**src/rtl/hist_readout.sv**
```systemverilog
// ----------------------------------------------------------------------------
// hist_readout
//
// Command-driven readout of the four 32-bit histogram counters. A command
// byte from the UART receiver snapshots all four counters on one edge.
// The snapshot is then streamed, MSB byte first and histo0 first, to the
// UART transmitter over a valid/ready handshake. A command can also request
// a 4-cycle clear pulse on resethist.
//
// Optional feature (macro HIST_CHECKSUM_EN): after the 16 data bytes, a 17th
// byte is sent. It is the XOR of the 16 data bytes.
//
// Ports:
//   clkin, nrst          clock, asynchronous active-low reset
//   histo0..histo3       live 32-bit histogram counters
//   rx_data, rx_valid    command byte + one-cycle strobe
//   tx_data, tx_valid    registered byte stream to UART transmitter
//   tx_ready             transmitter accepts on tx_valid && tx_ready
//   resethist            clear request, high for 4 cycles per CLEAR/READCLR
//   busy                 high while a stream is in progress
//   dropped              saturating count of commands ignored while busy
// ----------------------------------------------------------------------------
module hist_readout (
    input  logic        clkin,
    input  logic        nrst,
    input  logic [31:0] histo0,
    input  logic [31:0] histo1,
    input  logic [31:0] histo2,
    input  logic [31:0] histo3,
    input  logic [7:0]  rx_data,
    input  logic        rx_valid,
    output logic [7:0]  tx_data,
    output logic        tx_valid,
    input  logic        tx_ready,
    output logic        resethist,
    output logic        busy,
    output logic [7:0]  dropped
);

    localparam logic [7:0] CMD_READ    = 8'h01;
    localparam logic [7:0] CMD_CLEAR   = 8'h02;
    localparam logic [7:0] CMD_READCLR = 8'h03;

`ifdef HIST_CHECKSUM_EN
    typedef enum logic [1:0] {IDLE, SEND, CSUM} state_t;
`else
    typedef enum logic [0:0] {IDLE, SEND} state_t;
`endif

    state_t         state_q, state_d;
    logic [127:0]   snap_q, snap_d;
    logic [3:0]     idx_q, idx_d;
    logic [7:0]     tx_data_q, tx_data_d;
    logic           tx_valid_q, tx_valid_d;
    logic [2:0]     clr_q, clr_d;
    logic [7:0]     dropped_q, dropped_d;

    logic           cmd_go, start_read, start_clr, hs;
    logic [3:0]     idx_nxt;
    logic [7:0]     byte_nxt;

    // Commands are only sampled in IDLE; anything arriving while busy is
    // counted as dropped, whatever its value.
    assign cmd_go     = rx_valid && (state_q == IDLE);
    assign start_read = cmd_go && (rx_data == CMD_READ || rx_data == CMD_READCLR);
    assign start_clr  = cmd_go && (rx_data == CMD_CLEAR || rx_data == CMD_READCLR);
    assign hs         = tx_valid_q && tx_ready;

    // Byte k of the snapshot lives at snap[127-8k -: 8]; {15-k,3'b111} is
    // exactly that MSB index.
    assign idx_nxt  = idx_q + 4'd1;
    assign byte_nxt = snap_q[{4'd15 - idx_nxt, 3'b111} -: 8];

`ifdef HIST_CHECKSUM_EN
    logic [7:0] csum;
    always_comb begin
        csum = 8'h00;
        for (int i = 0; i < 16; i++) csum = csum ^ snap_q[8*i +: 8];
    end
`endif

    // ---- state register ----------------------------------------------------
    always_ff @(posedge clkin or negedge nrst) begin
        if (!nrst) begin
            state_q    <= IDLE;
            snap_q     <= '0;
            idx_q      <= '0;
            tx_data_q  <= '0;
            tx_valid_q <= 1'b0;
            clr_q      <= '0;
            dropped_q  <= '0;
        end else begin
            state_q    <= state_d;
            snap_q     <= snap_d;
            idx_q      <= idx_d;
            tx_data_q  <= tx_data_d;
            tx_valid_q <= tx_valid_d;
            clr_q      <= clr_d;
            dropped_q  <= dropped_d;
        end
    end

    // ---- next-state logic --------------------------------------------------
    always_comb begin
        state_d = state_q;
        case (state_q)
            IDLE: if (start_read) state_d = SEND;
`ifdef HIST_CHECKSUM_EN
            SEND: if (hs && idx_q == 4'd15) state_d = CSUM;
            CSUM: if (hs) state_d = IDLE;
`else
            SEND: if (hs && idx_q == 4'd15) state_d = IDLE;
`endif
            default: state_d = IDLE;
        endcase
    end

    // ---- datapath next values ----------------------------------------------
    always_comb begin
        snap_d     = snap_q;
        idx_d      = idx_q;
        tx_data_d  = tx_data_q;
        tx_valid_d = tx_valid_q;
        dropped_d  = dropped_q;
        clr_d      = (clr_q != 3'd0) ? clr_q - 3'd1 : 3'd0;

        if (start_read) begin
            snap_d     = {histo0, histo1, histo2, histo3};
            idx_d      = 4'd0;
            tx_valid_d = 1'b1;
            tx_data_d  = histo0[31:24];
        end

        // A CLEAR during a running pulse simply restarts the 4-cycle count.
        if (start_clr) clr_d = 3'd4;

        if (rx_valid && state_q != IDLE && dropped_q != 8'hFF)
            dropped_d = dropped_q + 8'd1;

        if (state_q == SEND && hs) begin
            if (idx_q == 4'd15) begin
                idx_d = 4'd0;
`ifdef HIST_CHECKSUM_EN
                tx_data_d = csum;
`else
                tx_valid_d = 1'b0;
`endif
            end else begin
                idx_d     = idx_nxt;
                tx_data_d = byte_nxt;
            end
        end

`ifdef HIST_CHECKSUM_EN
        if (state_q == CSUM && hs) tx_valid_d = 1'b0;
`endif
    end

    // ---- outputs -----------------------------------------------------------
    always_comb begin
        busy      = (state_q != IDLE);
        resethist = (clr_q != 3'd0);
        tx_data   = tx_data_q;
        tx_valid  = tx_valid_q;
        dropped   = dropped_q;
    end

endmodule

```
**config.mk**
```make
export PLATFORM = sky130hd
export DESIGN_NAME = hist_readout
export DESIGN_NICKNAME = d
export VERILOG_FILES = /design/src/rtl/hist_readout.sv
export SDC_FILE = /design/constraint.sdc
export NUM_CORES = 1
export LEC_CHECK = 0
export CAP_MARGIN = 20
export CORE_ASPECT_RATIO = 0.6
export CORE_UTILIZATION = 47
export CTS_CLUSTER_DIAMETER = 200
export DETAILED_ROUTE_END_ITERATION = 8
export PLACE_DENSITY_LB_ADDON = 0.08
export SYNTH_ARGS = -nofsm -noshare
export SYNTH_HDL_FRONTEND = slang
export SYNTH_SLANG_ARGS = --single-unit
```
**constraint.sdc**
```tcl
create_clock -name clkin -period 4.27 [get_ports clkin]
set_input_delay 0.854 -clock clkin [delete_from_list [all_inputs] [get_ports clkin]]
set_output_delay 0.854 -clock clkin [all_outputs]
set_load 0.1 [all_outputs]
```
Word-level counts from Yosys, hierarchy flattened
Index checks and enable logic that the tools add are counted.
{"block": "classes", "addsub": 4, "div": 0, "eq_ne": 5, "n_mul": 0, "n_reduce_logical": 12, "n_mux": 14, "bitwise": 1, "order_cmp": 0, "shifts": 1}
{"op": "variable part select 135 x 8 -> 8 bit", "count": 1}
{"op": "2-to-1 mux 8 bit", "count": 3}
{"op": "== test 8 x 2 -> 1 bit (second input constant)", "count": 2}
{"op": "2-to-1 mux 4 bit", "count": 3}
{"op": "adder 8 x 1 -> 8 bit (second input constant)", "count": 1}
{"op": "== test 8 x 1 -> 1 bit (second input constant)", "count": 1}
{"op": "logical AND 1 bit", "count": 8}
{"op": "!= test 8 bit (second input constant)", "count": 1}
{"op": "2-to-1 mux 3 bit", "count": 2}
{"op": "2-to-1 mux 1 bit", "count": 5}
{"op": "adder 4 x 1 -> 4 bit (second input constant)", "count": 1}
{"op": "== test 4 bit (second input constant)", "count": 1}
{"op": "subtractor 4 bit (first input constant)", "count": 1}
{"op": "nonzero test 3 bit", "count": 1}
{"op": "subtractor 3 x 1 -> 3 bit (second input constant)", "count": 1}
{"op": "logical OR 1 bit", "count": 2}
{"op": "one-hot mux 1 bit (2 select lines)", "count": 1}
{"op": "nonzero test 2 bit", "count": 1}
{"op": "NOT 1 bit", "count": 1}
{"block": "word_totals", "output_inout_bits": 19, "memories": 0, "latch_bits": 0, "inputBits": 140, "mem_bits_rw": 0, "ff_bits": 153, "mem_bits_ro": 0, "wordCells": 44}

Logic depth before layout (Yosys ltp)
Gate-level depths: netlist of run 1.
{"block": "logic_depth", "depth_word": 6, "ltp_mapped": 7, "depth_no_buf": 5}

Worst setup path before layout of run 1
OpenSTA, ideal clock, no wires.
{"block": "synth_path", "path_kind": "reg-to-reg", "start": "register dropped_q[0], in the netlist dropped[0]", "end": "register dropped_q[1], in the netlist dropped[1]", "stages_incl_launch_ff": 5, "required_ns": 4.144, "path_buffers": 0, "period_less_slack_ns": 2.307, "t_arrival_ns": 2.181, "setup_ns": 0.126, "path_slack_ns": 1.963, "path_cell_list": "dfrtp_1 > ha_1 > nand3_1 > o211ai_1 > mux2_2"}
{"block": "synth_via", "elab_chain_cells": 2, "word_cells_on_any_way": 3, "cone_classes": "add/sub: 1; eq/ne: 1; reduce/logical: 1"}
{"item": "start, declared", "line_no": "56", "text": "logic [7:0] dropped_q, dropped_d;"}
{"item": "start signal, assigned", "line_no": "99", "text": "dropped_q <= dropped_d;"}
{"item": "branches (longest 2 deep; another with adder 8 x 1 -> 8 bit)"}
Parallel ways; which one is timed is not known.
A chain may end at the register's enable or synchronous reset.

Worst setup path after layout of run 1
{"block": "layout_path", "start": "register clr_q[0]", "end": "output resethist"}
{"block": "layout_via", "elab_chain_cells": 1}
{"item": "start, declared", "line_no": "55", "text": "logic [2:0] clr_q, clr_d;"}
{"item": "start signal, assigned", "line_no": "98", "text": "clr_q <= clr_d;"}
{"item": "nonzero test 3 bit", "line_no": "162", "text": "resethist = (clr_q != 3'd0);"}
{"item": "end, declared", "line_no": "35", "text": "output logic resethist,"}
Every way passes these cells.

==> results.txt, run 1 <==
----------------------------------------------------
[Global routing]
  Tot GR Track Use ... 0.2429
  Number of global-route vias before repair ... between 5,000 and 6,000
  Maximum number of pins on one net before global-route repair ... 95
  Overflow left after global routing ... 0
  Wire length of the first global-routing pass ... 27,990 um
  Antenna violations before repair ... 1

[Critical path]
  Path depth of the worst reg2reg path ... 5
  Path type of the worst setup path ... register to output port
  Reg-to-reg slack, setup ... 1.32 ns
  Crit path launch type ... register
  Worst Setup End Kind ... output port
  Maximum fanout encountered on the critical timing path ... 3
  Cells along the critical path ... nor2_1 -> ha_1 -> inv_1 -> clkdlybuf4s50_1
  Required time at the endpoint of the critical path ... 3.42 ns
  Worst path max stage delay ... 1.12 ns
  Arrival time at the worst endpoint ... between 2 and 2.5 ns
  R2R Path End ... tx_data[0]
  Critical path's slowest cell ... sky130_fd_sc_hd__clkdlybuf4s50_1
  Reg2reg start ... idx_q[1]

[Pwr]
  Power per Cell Area ... 484.1 nW/um2
  Switching power of the nets ... 1.497 mW
  Peak ir drop on the vdd network ... 0.0003942 V
  Gate power share ... 0.263
  Lkg Pwr ... 4.643 nW
  Fraction of power spent switching nets ... 0.3318
  Sequential group share of total power ... 0.380
  Power Internal ... 3.015 mW
  Relative contribution of the clock network to total power ... 0.357

[Clock tree]
  Number of buffers created by CTS ... 17
  Hold buffer count at cts ... 0
  Clk Latency, worst-skew pair ... 0.42 ns
  Clock buffer depth ... 2
  Post-CTS Resized ... 0
  TritonCTS clock tree ... yes
  Clock tree sinks ... 153
  CTS Root Cell ... sky130_fd_sc_hd__clkbuf_16
  Post-CTS repair timing setup buffer count ... 0
  # H-tree levels ... 4
  Clock transition at the registers of the reported paths ... about 0.07 ns

[Worst hold path]
  Instance count along the most critical hold path ... 2
  Min-Delay Startpoint ... snap_q[26]
  Worst-case hold path end point ... snap_q[26]
  HP Class ... register to register

[Die]
  Initial Utilization ... 0.4819
  Count of boundary I/O pins ... 159
  Area enclosed by the die boundary ... approximately 15,000 um2
  Vert. Die Dim ... 96.33 um
  Core area ... 14,460 um2
  # rows ... 34
  Horizontal extent of the die ... 159.2 um

[STA]
  Hold violation total from the final report ... 0
  Setup_tns ... 0 ns
  Final critical delay including setup and external delays ... 3.139 ns
  Unrepaired setup endpoints after global routing ... no
  Hold slack ... 0.4689 ns
  Worst Tran Pin Value ... slightly below 1 ns
  Skew final ... 0.01012 ns
  Setup violation total in the final timing report ... 0
  Max Fclk ... between 0.3 and 0.4 GHz
  Final Max Slew Viols ... 0
  Worst slew margin relative to its limit ... 0.3450
  Part of the cycle the worst path needs ... 0.7352

[Place]
  Number of port buffers ... 158
  Last weighted congestion value of the routability-driven placer ... a little over 0.8
  Post-DP HPWL ... 11,820 um

[Routing]
  Final ANT Viol Nets ... 0
  First DRT Iteration DRCs ... 359
  Average wire length per cell after detail routing ... 16.30 um
  Via count ... between 5,000 and 6,000
  Via density ... 5.135
  Wire length after detailed routing ... 17,490 um
  DRC Markers ... 0
  Number of optimization iterations in the first detailed-route pass ... 6

[Finish]
  Proportion of layout cells with a drive suffix above 1 ... 0.08571
  Antenna diode instance count ... 0
  Count of nets after finishing ... roughly 1,000
  Number of fillers in the final layout ... approximately 1,200
  Area growth from synthesis to final layout ... 33.69%

[Synthesis]
  Post-synthesis average cell area ... 9.681 um2
  Synthesis Warnings ... 0
  Share of synthesized area occupied by flip-flops and latches ... 0.5493
  Fraction of post-synthesis cell area in the top cell type by area ... 0.5493
  FF+latch count, synth ... 153
  Most repeated cell in the gate-level netlist after synthesis ... sky130_fd_sc_hd__nand2_1
  Number of nets produced by synthesis ... between 800 and 900
  Instance count of the mapped netlist ... 720
  Commonest cells post-synth ... sky130_fd_sc_hd__nand2_1, sky130_fd_sc_hd__dfrtp_1, sky130_fd_sc_hd__mux4_2
  Top_reg_cell synth ... sky130_fd_sc_hd__dfrtp_1
  Number of distinct library cell variants in the gate-level netlist after synthesis ... 33
  Number of flops mapped to enable cells by yosys ... 0
  Synth Cell Area ... roughly 7000 um2
  Cell types occupying the most area after synthesis ... sky130_fd_sc_hd__dfrtp_1, sky130_fd_sc_hd__nand2_1, sky130_fd_sc_hd__mux4_2, sky130_fd_sc_hd__mux4_1, sky130_fd_sc_hd__mux2_2
  Cell taking the most area after synthesis ... sky130_fd_sc_hd__dfrtp_1
  Share of synthesized flip-flops with an asynchronous set or reset ... 1.000

[Run]
  Max Cap Violations ... 0

[Outcome]
  Outcome ... completed

----------------------------------------------------
==> through the flow <==
stage	setup WS, ns	power, mW	utilization	instance area [um2]	instances
2_1_floorplan	1.963	2.519	-	6970	720
3_3_place_gp	1.046	2.895	0.6000	8678	1040
3_5_place_dp	0.9449	2.925	0.6005	8686	1041
4_1_cts	1.114	4.539	0.6443	9319	1073
5_1_grt	1.058	4.670	0.6443	9319	1073
6_report	1.131	4.511	0.6443	9319	1073
==> logic make-up (layout without fill, tap and decap cells) <==
family	after synthesis	count (layout)	synth area share
flops	153	153	0.5493
buf+inv	48	203	0.03339
mux	41	41	0.1228
simple gates	438	438	0.2454
xor+xnor	10	10	0.01257
fa+ha+maj	4	4	0.007180
compound gates	26	26	0.02944
==> layer usage <==
layer / global-route usage / vias to the layer above / share of wire
met5: 0 / - / 0.00063
li1: - / 2645 / -
met1: 0.3626 / 2678 / 0.49
met4: 0.06891 / 2 / 0.010
met3: 0.06247 / 19 / 0.064
met2: 0.3498 / 166 / 0.43
==> layout by cell type, fill, tap and decap left out, types with 2 or more instances in the layout <==
master	netlist	layout
sky130_fd_sc_hd__clkdlybuf4s50_1	0	157
sky130_fd_sc_hd__nor2_1	3	3
sky130_fd_sc_hd__xor2_1	7	7
sky130_fd_sc_hd__nor3_1	12	12
sky130_fd_sc_hd__inv_8	0	3
sky130_fd_sc_hd__and2_0	3	3
sky130_fd_sc_hd__ha_1	4	3
sky130_fd_sc_hd__dfrtp_1	153	152
sky130_fd_sc_hd__inv_1	7	7
sky130_fd_sc_hd__mux2_2	9	9
sky130_fd_sc_hd__buf_4	2	4
sky130_fd_sc_hd__and2_1	6	6
sky130_fd_sc_hd__clkbuf_16	0	17
sky130_fd_sc_hd__a311oi_1	8	8
sky130_fd_sc_hd__nand3_1	11	10
sky130_fd_sc_hd__clkinv_4	0	2
sky130_fd_sc_hd__nand2_1	398	398
sky130_fd_sc_hd__o21ai_0	5	5
sky130_fd_sc_hd__mux4_2	23	23
sky130_fd_sc_hd__inv_6	0	6
sky130_fd_sc_hd__buf_12	1	2
sky130_fd_sc_hd__mux4_1	9	9
sky130_fd_sc_hd__a2111oi_0	7	7
sky130_fd_sc_hd__bufinv_16	0	3
sky130_fd_sc_hd__xnor2_1	3	3
==> layout make-up <==
class	instances	area (um2)	area share
Sequential cell	153	3830	0.4110
Timing Repair Buffer	164	1653	0.1774
Clock inverter	14	193.9	0.02081
Inverter	7	26.28	0.002820
Tap cell	198	247.7	0.02658
Multi-Input combinational cell	519	2929	0.3143
Clock buffer	18	439.2	0.04713
==> worst max path at each step <==
stage / start / slack, ns / endpoint
global route: clr_q[0] / 1.06 / resethist
detailed placement: tx_ready / 0.94 / tx_data[0]
global placement: tx_ready / 1.05 / tx_data[0]
floorplan: dropped[0] / 1.96 / dropped[1]
finish: clr_q[0] / 1.13 / resethist
CTS: clr_q[0] / 1.11 / resethist
==> sequential cells by signal, summed over array words and instances, names as in the netlist <==
register	flops
snap_q	128
dropped	8
tx_data	8
idx_q	4
clr_q	3
busy	1
tx_valid	1
==> critical path, delay by kind of cell, from the launching register on <==
kind / cells / cell delay [ns]
adder cells (fa/ha/maj): 1 / 0.21
flip-flops: 1 / 0.38
AND/OR/NAND/NOR: 1 / 0.09
buffers and inverters: 2 / 1.19
==> power groups by stage <==
stage          Combinational, mW  Sequential [mW]  Clock [mW]
3_3_place_gp                1.17             1.73           0
4_1_cts                     1.20             1.71        1.63
2_1_floorplan              0.464             2.05           0
6_report                    1.19             1.71        1.61
3_5_place_dp                1.19             1.74           0
5_1_grt                     1.26             1.73        1.68
Power figures use the tool's default switching activity.
==> inputs of run 2 (changes only) <==
- clock period: 4.27 -> 2.95 ns (I/O delays scaled with it)
==> run 2 against run 1 <==
Setup slack lost 0.81 ns; utilization grew 0.35 points; first-iteration DRC count grew 12%; register-to-register slack worse by 1.0 ns; clock power increased by 39%; combinational power grew 45%; clock skew is essentially flat; worst hold slack worse by 0.28 ns; largest power group unchanged; count of clock-buffer cells in the layout rose by 2; sequential cell count is the same.
==> results.txt, run 2 (synthesized netlist as in run 1, its figures left out) <==
----------------------------------------------------
[STA]
  Skew final ... 0.01044 ns (was 0.01012 ns)
  Worst Tran Pin Value ... 0.7019 ns (was 0.9795 ns)
  Setup violation total in the final timing report ... 0 (unchanged)
  Unrepaired setup endpoints after global routing ... no (unchanged)
  Final critical delay including setup and external delays ... 2.633 ns
  Max Fclk ... 0.3799 GHz
  Setup_tns ... 0 ns (unchanged)
  Final Max Slew Viols ... 0 (unchanged)
  Hold violation total from the final report ... 0 (unchanged)
  Part of the cycle the worst path needs ... 0.8924
  Worst slew margin relative to its limit ... 0.5200 (was 0.3450)

[Critical path]
  Cell family with most CP delay ... compound AO/OA/AOI/OAI gates (was buffers and inverters)
  Arrival time at the worst endpoint ... 2.91 ns (was 2.29 ns)
  Critical path buffers and inverters ... 2 (unchanged)
  Path type of the worst setup path ... register to register (was register to output port)
  Worst Setup End Kind ... register (was output port)
  Maximum fanout encountered on the critical timing path ... 10 (was 3)
  Worst path max stage delay ... 0.65 ns (was 1.12 ns)
  Cells along the critical path ... ha_2 -> buf_4 -> mux4_1 -> and2_1 -> a2111oi_0 -> buf_4 -> a311oi_1 (was nor2_1 -> ha_1 -> inv_1 -> clkdlybuf4s50_1)
  Crit path launch type ... register (unchanged)
  Crit-path most repeated cell ... sky130_fd_sc_hd__buf_4
  Critical path's slowest cell ... sky130_fd_sc_hd__a2111oi_0 (was sky130_fd_sc_hd__clkdlybuf4s50_1)
  Required time at the endpoint of the critical path ... 3.23 ns (was 3.42 ns)

[Finish]
  Count of nets after finishing ... 1,017 (was 1,006)
  Most common library cell in the layout ignoring fill and taps ... sky130_fd_sc_hd__nand2_1 (unchanged)
  Antenna diode instance count ... 0 (unchanged)
  Proportion of layout cells with a drive suffix above 1 ... 0.1163 (was 0.08571)
  Max reg flops ... 128 (unchanged)
  Commonest non-fill, non-tap cells in the layout ... sky130_fd_sc_hd__nand2_1, sky130_fd_sc_hd__dfrtp_1, sky130_fd_sc_hd__clkdlybuf4s50_1, sky130_fd_sc_hd__buf_4, sky130_fd_sc_hd__mux4_2 (was sky130_fd_sc_hd__nand2_1, sky130_fd_sc_hd__clkdlybuf4s50_1, sky130_fd_sc_hd__dfrtp_1, sky130_fd_sc_hd__mux4_2, sky130_fd_sc_hd__clkbuf_16)
  Top register by number of flip-flops ... snap_q (unchanged)
  Area growth from synthesis to final layout ... 34.43% (was 33.69%)
  Post-route core utilization ... 0.6478 (was 0.6443)
  Number of fillers in the final layout ... 1,177 (was 1,179)

[Die]
  Area enclosed by the die boundary ... 15,340 um2 (unchanged)
  Vert. Die Dim ... 96.33 um (unchanged)
  Horizontal extent of the die ... 159.2 um (unchanged)
  Initial Utilization ... 0.4819 (unchanged)
  Core area ... 14,460 um2 (unchanged)
  # rows ... 34 (unchanged)
  Count of boundary I/O pins ... 159 (unchanged)

[Global routing]
  Number of global-route vias before repair ... 5,516 (was 5,327)
  Maximum number of pins on one net before global-route repair ... 87 (was 95)
  Antenna violations before repair ... 0 (was 1)
  Overflow left after global routing ... 0 (unchanged)
  Wire length of the first global-routing pass ... 29,170 um (was 27,990 um)
  Tot GR Track Use ... 0.2526 (was 0.2429)

[Clock tree]
  Post-CTS repair timing setup buffer count ... 0 (unchanged)
  # H-tree levels ... 4 (unchanged)
  Number of buffers created by CTS ... 17 (unchanged)
  Clock tree sinks ... 153 (unchanged)
  CTS Root Cell ... sky130_fd_sc_hd__clkbuf_16 (unchanged)
  Clk Latency, worst-skew pair ... 0.42 ns (about the same)
  Clock transition at the registers of the reported paths ... 0.06 ns (was 0.07 ns)
  Hold buffer count at cts ... 0 (unchanged)
  TritonCTS clock tree ... yes (unchanged)
  Clock buffer depth ... 2 (unchanged)
  Post-CTS Resized ... 0 (unchanged)

[Pwr]
  Peak ir drop on the vdd network ... 0.0003903 V (was 0.0003942 V)
  Relative contribution of the clock network to total power ... 0.347 (was 0.357)
  Lkg Pwr ... 4.725 nW (was 4.643 nW)
  Power Internal ... 4.344 mW (was 3.015 mW)
  Power per Cell Area ... 688.3 nW/um2 (was 484.1 nW/um2)
  Fraction of power spent switching nets ... 0.3264 (was 0.3318)
  Gate power share ... 0.267 (was 0.263)
  Switching power of the nets ... 2.105 mW (was 1.497 mW)
  Sequential group share of total power ... 0.386 (was 0.380)

[Place]
  Post-DP HPWL ... 12,550 um (was 11,820 um)
  Number of port buffers ... 158 (unchanged)
  Last weighted congestion value of the routability-driven placer ... 0.8279 (was 0.8175)

[Routing]
  DRC Markers ... 0 (unchanged)
  Number of optimization iterations in the first detailed-route pass ... 6 (unchanged)
  Wire length after detailed routing ... 17,900 um (was 17,490 um)
  First DRT Iteration DRCs ... 403 (was 359)
  Via count ... 5,483 (was 5,510)
  Highest signal layer in the routed design ... met4 (was met5)
  DR WL met2 ... 7847 um (was 7543 um)
  WL met3 ... 1262 um (was 1123 um)
  Total routed wire length on the met1 layer ... 8638 um (was 8635 um)
  Average wire length per cell after detail routing ... 16.52 um (was 16.30 um)
  Final ANT Viol Nets ... 0 (unchanged)
  Via density ... 5.058 (was 5.135)

[Run]
  Max Cap Violations ... 0 (unchanged)

[Worst hold path]
  HP Class ... input port to async pin (was register to register)

[Outcome]
  Outcome ... completed (unchanged)

----------------------------------------------------
==> run 2: cell types whose count changed in the layout (fill, tap and decap cells not counted), moves of 2 or more <==
| cell | delta |
|---|---|
| sky130_fd_sc_hd__buf_12 | +3 |
| sky130_fd_sc_hd__buf_4 | +27 |
| sky130_fd_sc_hd__clkbuf_1 | +2 |
| sky130_fd_sc_hd__clkdlybuf4s50_1 | -19 |
| sky130_fd_sc_hd__clkinvlp_4 | +2 |
| sky130_fd_sc_hd__inv_6 | -4 |
| sky130_fd_sc_hd__inv_8 | -2 |
==> run 2: worst paths after layout <==
| kind | endpoint | start | cells past startpoint | slack [ns] |
|---|---|---|---|---|
| setup / recovery | tx_data[0] | idx_q[0] | 7 | 0.32 |
| hold / removal | snap_q[27] | nrst | 1 | 0.19 |
| setup reg to reg | tx_data[0] | idx_q[0] | 7 | 0.32 |
| hold reg to reg | snap_q[122] | snap_q[122] | 2 | 0.47 |
| max in group asynchronous | snap_q[15] | nrst | 2 | 1.96 |
| min in group clkin | snap_q[122] | snap_q[122] | 2 | 0.47 |
==> run 2: per-stage QoR <==
| stage | hold slack (ns) | total power, mW | setup WS [ns] | cell area [um2] | cells |
|---|---|---|---|---|---|
| 2_1_floorplan | 0.2944 | 3.646 | 0.6426 | 6970 | 720 |
| 3_3_place_gp | 0.4402 | 4.205 | 0.4154 | 8758 | 1052 |
| 3_5_place_dp | 0.4567 | 4.247 | 0.3728 | 8758 | 1052 |
| 4_1_cts | 0.2328 | 6.510 | 0.3798 | 9370 | 1084 |
| 5_1_grt | 0.2496 | 6.722 | 0.1571 | 9370 | 1084 |
| 6_report | 0.1893 | 6.450 | 0.3175 | 9370 | 1084 |
==> run 2: power groups by stage <==
stage / clock (mW) / combinational [mW] / sequential (mW)
after global routing: 2.37 / 1.83 / 2.52
after detailed placement: 0 / 1.72 / 2.53
after floorplan: 0 / 0.671 / 2.97
after global placement: 0 / 1.69 / 2.51
after CTS: 2.28 / 1.74 / 2.49
final: 2.24 / 1.72 / 2.49
==> run 2: area by class of cell <==
type / count / area (um2) / area share
clock buffer: 20 / 446.7 / 0.04767
clock inverter: 12 / 165.2 / 0.01763
inverter: 7 / 26.28 / 0.002804
multi-input combinational: 519 / 2929 / 0.3126
sequential: 153 / 3830 / 0.4087
tap: 198 / 247.7 / 0.02644
timing repair buffer: 175 / 1725 / 0.1841
==> run 2: routing by layer <==
layer / up-vias / track usage
met4: 0 / 0.06010
met3: 13 / 0.05903
met2: 166 / 0.3765
li1: 2659 / -
met5: - / 0
met1: 2645 / 0.3751
==> inputs of run 3 (changes only) <==
- CTS_BUF_LIST: default -> sky130_fd_sc_hd__clkbuf_8 sky130_fd_sc_hd__clkbuf_16
- TNS_END_PERCENT: default -> 20
==> run 3 against run 2 <==
Critical path depth is the same; maximum frequency fell by 0.34%; clock power is essentially flat; combinational power is essentially flat; sequential power about the same; die area unchanged; wire length grew 0.40%.
==> results.txt, run 3 (synthesized netlist as in run 1, its figures left out) <==
----------------------------------------------------
[Routing]
  First DRT Iteration DRCs ... 403 (unchanged)
  Number of optimization iterations in the first detailed-route pass ... 6 (unchanged)
  DRC Markers ... 0 (unchanged)
  Wire length after detailed routing ... 17,970 um (was 17,900 um)
  Average wire length per cell after detail routing ... 16.58 um (was 16.52 um)
  Final ANT Viol Nets ... 0 (unchanged)
  Via count ... 5,509 (was 5,483)
  Via density ... 5.082 (was 5.058)

[Die]
  # rows ... 34 (unchanged)
  Area enclosed by the die boundary ... 15,340 um2 (unchanged)
  Count of boundary I/O pins ... 159 (unchanged)
  Initial Utilization ... 0.4819 (unchanged)
  Horizontal extent of the die ... 159.2 um (unchanged)
  Vert. Die Dim ... 96.33 um (unchanged)
  Core area ... 14,460 um2 (unchanged)

[Clock tree]
  TritonCTS clock tree ... yes (unchanged)
  Clk Latency, worst-skew pair ... 0.41 ns (was 0.42 ns)
  Hold buffer count at cts ... 0 (unchanged)
  # H-tree levels ... 4 (unchanged)
  Number of buffers created by CTS ... 17 (unchanged)
  CTS Root Cell ... sky130_fd_sc_hd__clkbuf_16 (unchanged)
  Clock transition at the registers of the reported paths ... 0.06 ns (about the same)
  Post-CTS repair timing setup buffer count ... 0 (unchanged)
  Clock tree sinks ... 153 (unchanged)
  Post-CTS Resized ... 0 (unchanged)
  Clock buffer depth ... 2 (unchanged)

[Finish]
  Final instance count without filler cells ... 1,084 (unchanged)
  Commonest non-fill, non-tap cells in the layout ... sky130_fd_sc_hd__nand2_1, sky130_fd_sc_hd__dfrtp_1, sky130_fd_sc_hd__clkdlybuf4s50_1, sky130_fd_sc_hd__buf_4, sky130_fd_sc_hd__mux4_2 (unchanged)
  Count of nets after finishing ... 1,017 (unchanged)
  Max reg flops ... 128 (unchanged)
  Antenna diode instance count ... 0 (unchanged)
  Most common library cell in the layout ignoring fill and taps ... sky130_fd_sc_hd__nand2_1 (unchanged)
  Top register by number of flip-flops ... snap_q (unchanged)
  Area growth from synthesis to final layout ... 34.43% (unchanged)
  Proportion of layout cells with a drive suffix above 1 ... 0.1163 (unchanged)

[STA]
  Max Fclk ... 0.3786 GHz (was 0.3799 GHz)
  Part of the cycle the worst path needs ... 0.8954 (was 0.8924)
  Final worst slack ... 0.3084 ns (was 0.3175 ns)
  Final critical delay including setup and external delays ... 2.642 ns (was 2.633 ns)
  Unrepaired setup endpoints after global routing ... no (unchanged)
  Hold violation total from the final report ... 0 (unchanged)
  Worst slew margin relative to its limit ... 0.5158 (was 0.5200)
  Skew final ... 0.01018 ns (was 0.01044 ns)
  Setup_tns ... 0 ns (unchanged)
  Final Max Slew Viols ... 0 (unchanged)
  Setup violation total in the final timing report ... 0 (unchanged)
  Worst Tran Pin Value ... 0.7080 ns (was 0.7019 ns)

[Global routing]
  Antenna violations before repair ... 0 (unchanged)
  Wire length of the first global-routing pass ... 29,170 um (unchanged)
  Tot GR Track Use ... 0.2526 (unchanged)
  Overflow left after global routing ... 0 (unchanged)
  Maximum number of pins on one net before global-route repair ... 87 (unchanged)
  Number of global-route vias before repair ... 5,516 (unchanged)

[Pwr]
  Switching power of the nets ... 2.104 mW (was 2.105 mW)
  Lkg Pwr ... 4.733 nW (was 4.725 nW)
  Gate power share ... 0.268 (was 0.267)
  Peak ir drop on the vdd network ... 0.0003901 V (was 0.0003903 V)
  Fraction of power spent switching nets ... 0.3267 (was 0.3264)
  Power Internal ... 4.338 mW (was 4.344 mW)
  Relative contribution of the clock network to total power ... 0.345 (was 0.347)
  Sequential group share of total power ... 0.387 (was 0.386)
  Power per Cell Area ... 687.5 nW/um2 (was 688.3 nW/um2)

[Critical path]
  Reg2reg start ... idx_q[0] (unchanged)
  Worst Setup End Kind ... register (unchanged)
  Reg-to-reg slack, setup ... 0.31 ns (was 0.32 ns)
  Path type of the worst setup path ... register to register (unchanged)
  Path depth of the worst reg2reg path ... 7 (unchanged)
  Arrival time at the worst endpoint ... 2.92 ns (was 2.91 ns)
  Crit path launch type ... register (unchanged)
  R2R Path End ... tx_data[0] (unchanged)
  Maximum fanout encountered on the critical timing path ... 10 (unchanged)
  Required time at the endpoint of the critical path ... 3.22 ns (was 3.23 ns)

[Place]
  Last weighted congestion value of the routability-driven placer ... 0.8279 (unchanged)
  Number of port buffers ... 158 (unchanged)
  Post-DP HPWL ... 12,550 um (unchanged)
  DP Cell Count ... 1,052 (unchanged)
  Pre-CTS worst setup slack ... 0.3728 ns (unchanged)

[Run]
  Max Cap Violations ... 0 (unchanged)

[Worst hold path]
  HP Class ... input port to async pin (unchanged)

[Outcome]
  Outcome ... completed (unchanged)

----------------------------------------------------
## run 3: cell type report
type | count | area [um2]
Clock buffer | 18 | 439.2
Clock inverter | 14 | 172.7
Fill cell | 1177 | 5094
Inverter | 7 | 26.28
Multi-Input combinational cell | 519 | 2929
Sequential cell | 153 | 3830
Tap cell | 198 | 247.7
Timing Repair Buffer | 175 | 1725
## run 3: worst max-delay path: stages (launching register included)
cell and delay, ns:
sky130_fd_sc_hd__dfrtp_2 0.43, sky130_fd_sc_hd__ha_2 0.50, sky130_fd_sc_hd__buf_4 0.22, sky130_fd_sc_hd__mux4_1 0.27
sky130_fd_sc_hd__and2_1 0.17, sky130_fd_sc_hd__a2111oi_0 0.65, sky130_fd_sc_hd__buf_4 0.22, sky130_fd_sc_hd__a311oi_1 0.04
## run 3: power by group through the flow
| stage | registers, mW | clock network [mW] | logic [mW] |
|---|---|---|---|
| finish | 2.49 | 2.23 | 1.72 |
| global route | 2.52 | 2.36 | 1.83 |
| CTS | 2.49 | 2.27 | 1.74 |
| detailed placement | 2.53 | 0 | 1.72 |
| global placement | 2.51 | 0 | 1.69 |
| floorplan | 2.97 | 0 | 0.671 |
## run 3: worst max path at each step
stage | to | slack [ns] | startpoint | cells past startpoint
global placement | snap_q[61] | 0.42 | rx_valid | 7
floorplan | dropped[1] | 0.64 | dropped[0] | 4
global route | tx_data[0] | 0.16 | idx_q[0] | 7
detailed placement | snap_q[61] | 0.37 | rx_valid | 7
finish | tx_data[0] | 0.31 | idx_q[0] | 7
CTS | tx_data[0] | 0.38 | idx_q[0] | 7
## run 3: per-layer routing
| metal | vias to the layer above | GRT usage | part of all wire | wire length [um] |
|---|---|---|---|---|
| met5 | - | 0 | 0 | 0 |
| met4 | 0 | 0.06010 | 0.0067 | 121 |
| met1 | 2673 | 0.3751 | 0.49 | 8840 |
| met2 | 166 | 0.3765 | 0.44 | 7853 |
| li1 | 2660 | - | - | - |
| met3 | 10 | 0.05903 | 0.064 | 1159 |
## run 3: through the flow
step	hold WS (ns)	instance area (um2)	total power, mW	utilization
2_1_floorplan	0.2944	6970	3.646	-
3_3_place_gp	0.4402	8758	4.205	0.6055
3_5_place_dp	0.4567	8758	4.247	0.6055
4_1_cts	0.2327	9370	6.504	0.6478
5_1_grt	0.2495	9370	6.716	0.6478
6_report	0.1902	9370	6.442	0.6478
